$ cat src/rtl/camera_load.sv
// rtl/camera_load.sv - SDRAM frame read-back with credit-limited requests and FWFT output FIFO
// Optional macro LOAD_CONTINUOUS_EN: refetch frames back-to-back instead of returning to IDLE.
module camera_load #(
    parameter logic [24:0] BASE_ADDR = 25'h0,
    parameter logic [24:0] LAST_ADDR = 25'hE1000,
    parameter int          DEPTH     = 8
) (
    input  logic         clk_133M,
    input  logic         rst_133M,
    input  logic         start,
    input  logic         ram_busy,
    output logic         rd_req,
    output logic [24:0]  rd_address,
    input  logic [255:0] rd_data,
    input  logic         rd_data_valid,
    output logic [255:0] out_data,
    output logic         out_valid,
    input  logic         out_ready,
    output logic         busy,
    output logic         frame_done,
    output logic         err_unexp
);

    localparam int AW = $clog2(DEPTH);
    localparam int CW = AW + 1;
    localparam logic [CW:0]   DEPTH_C = (CW+1)'(DEPTH);
    localparam logic [CW-1:0] C_ONE   = CW'(1);
    localparam logic [AW-1:0] P_ONE   = AW'(1);

    typedef enum logic [1:0] {IDLE, FETCH, DRAIN} state_t;
    state_t state;

    logic [255:0]  mem [DEPTH];
    logic [CW-1:0] outstanding, fifo_count;
    logic [CW-1:0] outstanding_n, count_n;
    logic [AW-1:0] wr_ptr, rd_ptr, rd_ptr_n;
    logic          push, pop, credit;
    logic [255:0]  head_n;

    always_comb begin
        // A response with nothing outstanding is stray: it is flagged and never stored.
        push = rd_data_valid && (outstanding != '0);
        pop  = out_valid && out_ready;

        outstanding_n = outstanding;
        if (rd_req && !push)
            outstanding_n = outstanding + C_ONE;
        else if (!rd_req && push)
            outstanding_n = outstanding - C_ONE;

        count_n = fifo_count;
        if (push && !pop)
            count_n = fifo_count + C_ONE;
        else if (!push && pop)
            count_n = fifo_count - C_ONE;

        credit   = ({1'b0, outstanding} + {1'b0, fifo_count}) < DEPTH_C;
        rd_ptr_n = pop ? rd_ptr + P_ONE : rd_ptr;
        // wr_ptr meets rd_ptr_n on a push only when the FIFO is empty after the pop: bypass.
        head_n   = (push && (wr_ptr == rd_ptr_n)) ? rd_data : mem[rd_ptr_n];
    end

    always_ff @(posedge clk_133M) begin
        if (!rst_133M && push)
            mem[wr_ptr] <= rd_data;
    end

    always_ff @(posedge clk_133M) begin
        if (rst_133M) begin
            state       <= IDLE;
            rd_req      <= 1'b0;
            rd_address  <= BASE_ADDR;
            out_data    <= '0;
            out_valid   <= 1'b0;
            busy        <= 1'b0;
            frame_done  <= 1'b0;
            err_unexp   <= 1'b0;
            outstanding <= '0;
            fifo_count  <= '0;
            wr_ptr      <= '0;
            rd_ptr      <= '0;
        end else begin
            outstanding <= outstanding_n;
            fifo_count  <= count_n;
            rd_ptr      <= rd_ptr_n;
            if (push)
                wr_ptr <= wr_ptr + P_ONE;

            out_valid <= (count_n != '0);
            if (count_n != '0)
                out_data <= head_n;

            if (rd_data_valid && (outstanding == '0))
                err_unexp <= 1'b1;

            rd_req     <= 1'b0;
            frame_done <= 1'b0;

            case (state)
                IDLE: begin
                    if (start) begin
                        state      <= FETCH;
                        busy       <= 1'b1;
                        rd_address <= BASE_ADDR;
                    end
                end
                FETCH: begin
                    if (rd_req) begin
                        if (rd_address == LAST_ADDR)
                            state <= DRAIN;
                        else
                            rd_address <= rd_address + 25'd8;
                    end else if (!ram_busy && credit) begin
                        rd_req <= 1'b1;
                    end
                end
                DRAIN: begin
                    if ((outstanding_n == '0) && (count_n == '0)) begin
                        frame_done <= 1'b1;
`ifdef LOAD_CONTINUOUS_EN
                        state      <= FETCH;
                        rd_address <= BASE_ADDR;
`else
                        state      <= IDLE;
                        busy       <= 1'b0;
`endif
                    end
                end
                default: begin
                    state <= IDLE;
                    busy  <= 1'b0;
                end
            endcase
        end
    end

endmodule

$ cat config.mk
export PLATFORM = sky130hd
export DESIGN_NAME = camera_load
export DESIGN_NICKNAME = d
export VERILOG_FILES = /design/src/rtl/camera_load.sv
export SDC_FILE = /design/constraint.sdc
export NUM_CORES = 2
export LEC_CHECK = 0
export CORE_MARGIN = 1.5
export CORE_UTILIZATION = 50
export CTS_BUF_LIST = sky130_fd_sc_hd__clkbuf_4
export DETAILED_ROUTE_END_ITERATION = 10
export GPL_TIMING_DRIVEN = 0
export PLACE_DENSITY_LB_ADDON = 0.3
export SYNTH_ARGS = -nofsm -noshare
export SYNTH_HDL_FRONTEND = slang
export SYNTH_SLANG_ARGS = --single-unit
$ cat constraint.sdc
create_clock -name clk_133M -period 37.9 [get_ports clk_133M]
set_input_delay 7.58 -clock clk_133M [delete_from_list [all_inputs] [get_ports clk_133M]]
set_output_delay 7.58 -clock clk_133M [all_outputs]
set_load 0.02 [all_outputs]
=== After elaboration in Yosys (flattened, before gate mapping) ===
Memories as Yosys holds them, arrays and structs flattened. A register that Yosys moved wholly into a read port is not among the register bits.
Index checks and enable logic that the tools add are counted.

* $add $sub $neg: 8
* $mul: 0
* Divide/modulo/power cells: 0
* Magnitude comparators: 1
* Equal/unequal tests: 8
* Shift operators: 0
* Multiplexer cells: 21
* Bitwise operators: 2
* Reduce and logical (&&, ||, !) cells: 27

{| class="wikitable"
|+ Operators with widths
! cell !! number
|-
| two-way mux 25 bit || 3
|-
| one-hot mux 25 bit (2 select lines) || 1
|-
| adder 25 x 4 -> 25 bit (second input constant) || 1
|-
| equality test 25 x 20 -> 1 bit (second input constant) || 1
|-
| two-way mux 4 bit || 4
|-
| logical NOT 4 bit || 3
|-
| logical AND 1 bit || 10
|-
| inequality test 2 bit (second input constant) || 5
|-
| adder 4 x 1 -> 4 bit (second input constant) || 2
|-
| two-way mux 2 bit || 4
|-
| AND reduction 4 bit || 2
|-
| nonzero test 4 bit || 2
|-
| subtractor 4 x 1 -> 4 bit (second input constant) || 2
|-
| adder 3 x 1 -> 3 bit (second input constant) || 2
|-
| two-way mux 1 bit || 6
|-
| one-hot mux 2 bit (3 select lines) || 1
|-
| adder 4 x 4 -> 5 bit || 1
|-
| logical NOT 1 bit || 5
|-
| less-than comparator 5 x 4 -> 1 bit (second input constant) || 1
|-
| two-way mux 3 bit || 1
|-
| one-hot mux 1 bit (3 select lines) || 1
|-
| AND reduction 3 bit || 1
|-
| OR reduction 3 bit || 1
|-
| equality test 2 x 1 -> 1 bit (second input constant) || 1
|-
| 5 further kinds || 6
|}

* Bits in registers: 46
* Latch bits: 0
* RAM bits: 2048
* Bits in read-only memories: 0
* Bits of input ports: 262
* Output and inout port bits: 286
* Word-level logic and storage cells: 79
* Memories: 1

{| class="wikitable"
|+ Memory list
! name !! words !! bits a word !! read ports !! clocked after memory_dff !! write ports !! RTL line !! text
|-
| mem || 8 || 256 || 1 || 1 || 1 || 33 || <nowiki>logic [255:0] mem [DEPTH];</nowiki>
|}

=== Depth between registers and ports, before layout ===
* Depth in word-level cells: 10
* Gate-level depth with buffers: 11
* Mapped depth without buffers: 8

=== Least setup slack after synthesis ===
OpenSTA, ideal clock, no wires.

* Path type: in2reg
* From: in rst_133M
* To: mem mem[0][0], enable pin
* Library setup time: 1.587 ns
* Data arrival time: 34.095 ns
* Data required time: 36.313 ns
* Slack: 2.218 ns
* Stages: 4
* Path buffers: 2
* Cells stage by stage: clkbuf_1 clkbuf_1 nor2_1 nor4b_1

* Word-level cells in the longest chain between the ends: 4

{| class="wikitable"
|+ Ends and longest elaborated chain
! element !! RTL line !! text
|-
| start: declaration || 9 || <nowiki>input logic rst_133M,</nowiki>
|-
| logical NOT 1 bit || 64 || <nowiki>if (!rst_133M && push)</nowiki>
|-
| logical AND 1 bit || 64 ||
|-
| two-way mux 1 bit || 64 ||
|-
| two-way mux 1 bit (not written as such) || 65 || <nowiki>mem[wr_ptr] <= rd_data;</nowiki>
|-
| end: declaration || 33 ||
|}

Every way passes these cells.

=== Worst setup path in the final report ===
* From: in out_ready
* To: reg out_data[212], read port of mem

* Word-level cells in the longest chain between the ends: 5
* Elaborated cells between the ends (all ways): 8
* Classes of those cells: mux (3); reduce/logical (5)

{| class="wikitable"
|+ Ends and longest elaborated chain
! element !! RTL line !! text
|-
| start: declaration || 18 || <nowiki>input logic out_ready,</nowiki>
|-
| logical AND 1 bit (*) || 43 || <nowiki>pop = out_valid && out_ready;</nowiki>
|-
| logical AND 1 bit / logical NOT 1 bit (equally long branches) || 54, 52 ||
|-
| two-way mux 4 bit / logical AND 1 bit (equally long branches) || 54, 52 ||
|-
| two-way mux 4 bit || 52 || <nowiki>if (push && !pop)</nowiki>
|-
| nonzero test 4 bit || 90 || <nowiki>if (count_n != '0)</nowiki>
|-
| end: declaration || 16 || <nowiki>output logic [255:0] out_data,</nowiki>
|}

Mark *: on every way between the ends. The rest lies on a longest branch, timed or not.
A chain may end at the register's enable or synchronous reset.

==> impl_metrics.toml <==
[worst_setup_path]
worst-path-buf-inv = 4
crit_path_max_incr_delay_ns = 0.95
crit_slowest_cell = "clkbuf_1"
cp_max_fo = 10
path_common_cell = "clkbuf_1"
cp-start-kind = "primary input"
crit_chain = "clkdlybuf4s50_1 -> nand3_2 -> xnor2_2 -> buf_2 -> clkbuf_1 -> clkbuf_1 -> nand2_1 -> nand3_1 -> nand4_1 -> a311oi_1"
cp.arrival_ns = 11.54
crit_type = "in2reg"
crit_family = "buffers and inverters"
end_kind = "flip-flop"
worstPathRequired_ns = 39.18

[grt]
use_met1_pct = 36.7
grt_use_total_pct = 29.0
use_met3_pct = 6.75
grt_antenna_before_repair = 72
first_global_vias = 62400
grtUsageMet2_pct = 45.1
grt-busiest-layer = "met2"
grt-ovfl-total = 0
grt_first_pass_wirelength_um = 390000
grt_max_degree = 28

[synthesis]
synth_cell_type_count = 61
syn_area_per_cell_um2 = 13.5
netlist.top_cell.by_area = "edfxtp_1"
ys_seq_area_share_pct = 75.0
synth-seq-cells = 2347
syn_inst = 6654
synthesis.area_um2 = 90000
yosys_most_used_dff = "edfxtp_1"
synth.area.top_cells = "edfxtp_1, nand2_1, dfxtp_1"
synth_edf_count = 2048
async_flop_share_pct = 0
yosys.area.top_type_share_pct = 68.4
yosys_warnings = 0

[sta]
slew_headroom_pct = -2.11
setup_tns_ns = 0
setup_violations = 0
fin_crit_sh_pct = 27.1
rsz0062_at_grt = "false"
tightest_slew_ns = 1.53
period_minus_slack_ns = 10.26
fin_skew_ns = 0.134
drv_slew = 11
max_freq_mhz = 97.4
finalHoldViolations = 0

[final_layout]
syn_to_final_growth_pct = 21.2
drive_above_1_share_pct = 16.6
regArea_um2 = 67500
fin_nets = 8310
post-route-util_pct = 61.1
multi_input_area_um2 = 20500
fillers = 13700

[clock_network]
cts-hold-fix-buffers = 0
htree_levels = 6
clkLatencyLatePin_ns = 1.45
cts_tree = "built"
clkTransAtPathRegs_ns = 0.06
root_buffer = "clkbuf_4"
cts_resized = 0
cts_buffers = 617
max-clock-path-buffers = 4
post-cts-setup-buffers = 0
clock_sinks = 2347

[detailed_routing]
ant_nets = 0
drt_wl_total_um = 270000
wl_per_cell_um = 24.7
first_iter_violations = 6755
vias = 63700
viasPerCell = 5.83
route.detailed.drc = 0
dr.pass1.iters = 8

[power_and_ir_drop]
intPower_mw = 4.85
p_leak_nw = 37.3
ir_worst_vdd_mv = 0.0494
power_frac_comb_pct = 27.1
powerDensity_nw_per_um2 = 67.2
swShare_pct = 33.8
seq_power_share_pct = 42.6
clockPowerShare_pct = 30.3
p_switching_mw = 2.47

[floorplanning]
boundaryPins = 548
die_w_um = 427
start_util_pct = 50.4
core_area_um2 = 179000
std_cell_rows = 155
die_h_um = 427
die_area_um2 = 182000

[placed_design]
place_congestion = 0.827
dp_hpwl_um = 177000
io_buffers = 542

[run_status]
status = "finished with violations"
violations = "capacitance limit, slew limit"

[job]
maxCapViolCount = 2

[min_path]
hp-class = "reg2reg"
## layout make-up
cell class	instances	share of cell area (%)
antenna	56	0.129
buffer	471	1.86
clock buffer	949	6.53
clock inverter	145	0.719
inverter	15	0.0516
multi-input combinational	3823	18.8
sequential	2347	61.9
tap	2355	2.70
timing repair buffer	763	7.35
## cells in the mapped netlist (8+ instances only)
| master | count |
|---|---|
| dfxtp_1 | 299 |
| ha_1 | 10 |
| a32oi_1 | 256 |
| a21oi_1 | 20 |
| nor2_1 | 299 |
| nand3_1 | 526 |
| edfxtp_1 | 2048 |
| or3_1 | 8 |
| clkbuf_1 | 283 |
| o21ai_0 | 10 |
| nor3_1 | 11 |
| xor2_1 | 9 |
| inv_1 | 15 |
| buf_1 | 10 |
| xnor2_1 | 14 |
| mux2i_1 | 258 |
| nand4_1 | 264 |
| buf_2 | 170 |
| nand2_1 | 1814 |
| a311oi_1 | 257 |
## logic make-up (layout without fill, tap and decap cells)
kind of cell / count (synthesis) / in the layout / synth area share, %
DFF: 2347 / 2347 / 75.0
xor gates and xnor gates: 24 / 24 / 0.242
muxes: 258 / 258 / 2.87
other: 1 / 59 / 0.00417
buffers and inverters: 486 / 2343 / 2.31
AOI/OAI and AO/OA: 568 / 568 / 5.40
adders and majority gates: 10 / 10 / 0.139
and+or+nand+nor: 2960 / 2960 / 14.0
## registers in the layout, indices dropped and copies added, names as in the netlist
register     cells
busy             1
state            2
mem           2048
rd_ptr           3
frame_done       1
outstanding      4
wr_ptr           3
err_unexp        1
rd_req           1
out_valid        1
rd_address      22
out_data       256
fifo_count       4
## routing by layer
metal | up-vias | routed length, um
met4 | 34 | 15800
met5 | - | 270
met2 | 3634 | 127000
met3 | 715 | 25800
li1 | 28200 | -
met1 | 31100 | 101000
## cells in the final DEF, fill, tap and decap left out, types with 20 or more instances in the layout
cell | netlist | routed
edfxtp_1 | 2048 | 2048
nand2_1 | 1814 | 1814
clkbuf_4 | 0 | 949
clkdlybuf4s50_1 | 0 | 542
nand3_1 | 526 | 526
dfxtp_1 | 299 | 299
nor2_1 | 299 | 296
clkbuf_1 | 283 | 275
nand4_1 | 264 | 264
mux2i_1 | 258 | 258
a311oi_1 | 257 | 257
a32oi_1 | 256 | 256
buf_2 | 170 | 170
clkinv_1 | 0 | 104
buf_4 | 5 | 90
buf_6 | 3 | 89
diode_2 | 0 | 56
buf_12 | 0 | 29
a21oi_1 | 20 | 20
## power groups by stage
stage / Combinational [mW] / Clock (mW) / Sequential [mW]
floorplan: 0.928 / 0 / 3.34
global route: 2.10 / 2.39 / 3.13
finish: 1.98 / 2.22 / 3.12
global placement: 1.88 / 0 / 3.31
detailed placement: 1.95 / 0 / 3.17
CTS: 1.96 / 2.26 / 3.12
## worst paths after layout
check / slack (ns) / endpoint / startpoint / cells after the start
setup reg to reg: 33.37 / mem[4][101] / outstanding[0] / 14
hold / removal: 0.49 / err_unexp / err_unexp / 2
hold reg to reg: 0.49 / err_unexp / err_unexp / 2
setup / recovery: 27.64 / out_data[212] / out_ready / 10
## tightest hold or removal path, cell delays in order (launching register included)
cell	delay (ns)
dfxtp_1	0.33
a21oi_1	0.04
nor2_1	0.08
## stage by stage
step / power (mW) / instance area, um2 / hold WS (ns) / setup slack, ns / cells
4_1_cts: 7.34 / 109000 / 0.491 / 27.51 / 10900
2_1_floorplan: 4.27 / 90000 / 0.547 / 2.22 / 6656
3_5_place_dp: 5.13 / 101000 / 0.476 / 26.28 / 9774
3_3_place_gp: 5.19 / 98300 / 0.452 / -22.93 / 9553
5_1_grt: 7.62 / 109000 / 0.514 / 27.57 / 10900
6_report: 7.32 / 109000 / 0.488 / 27.64 / 10900
Note: power is estimated with default switching activity, not from simulation.
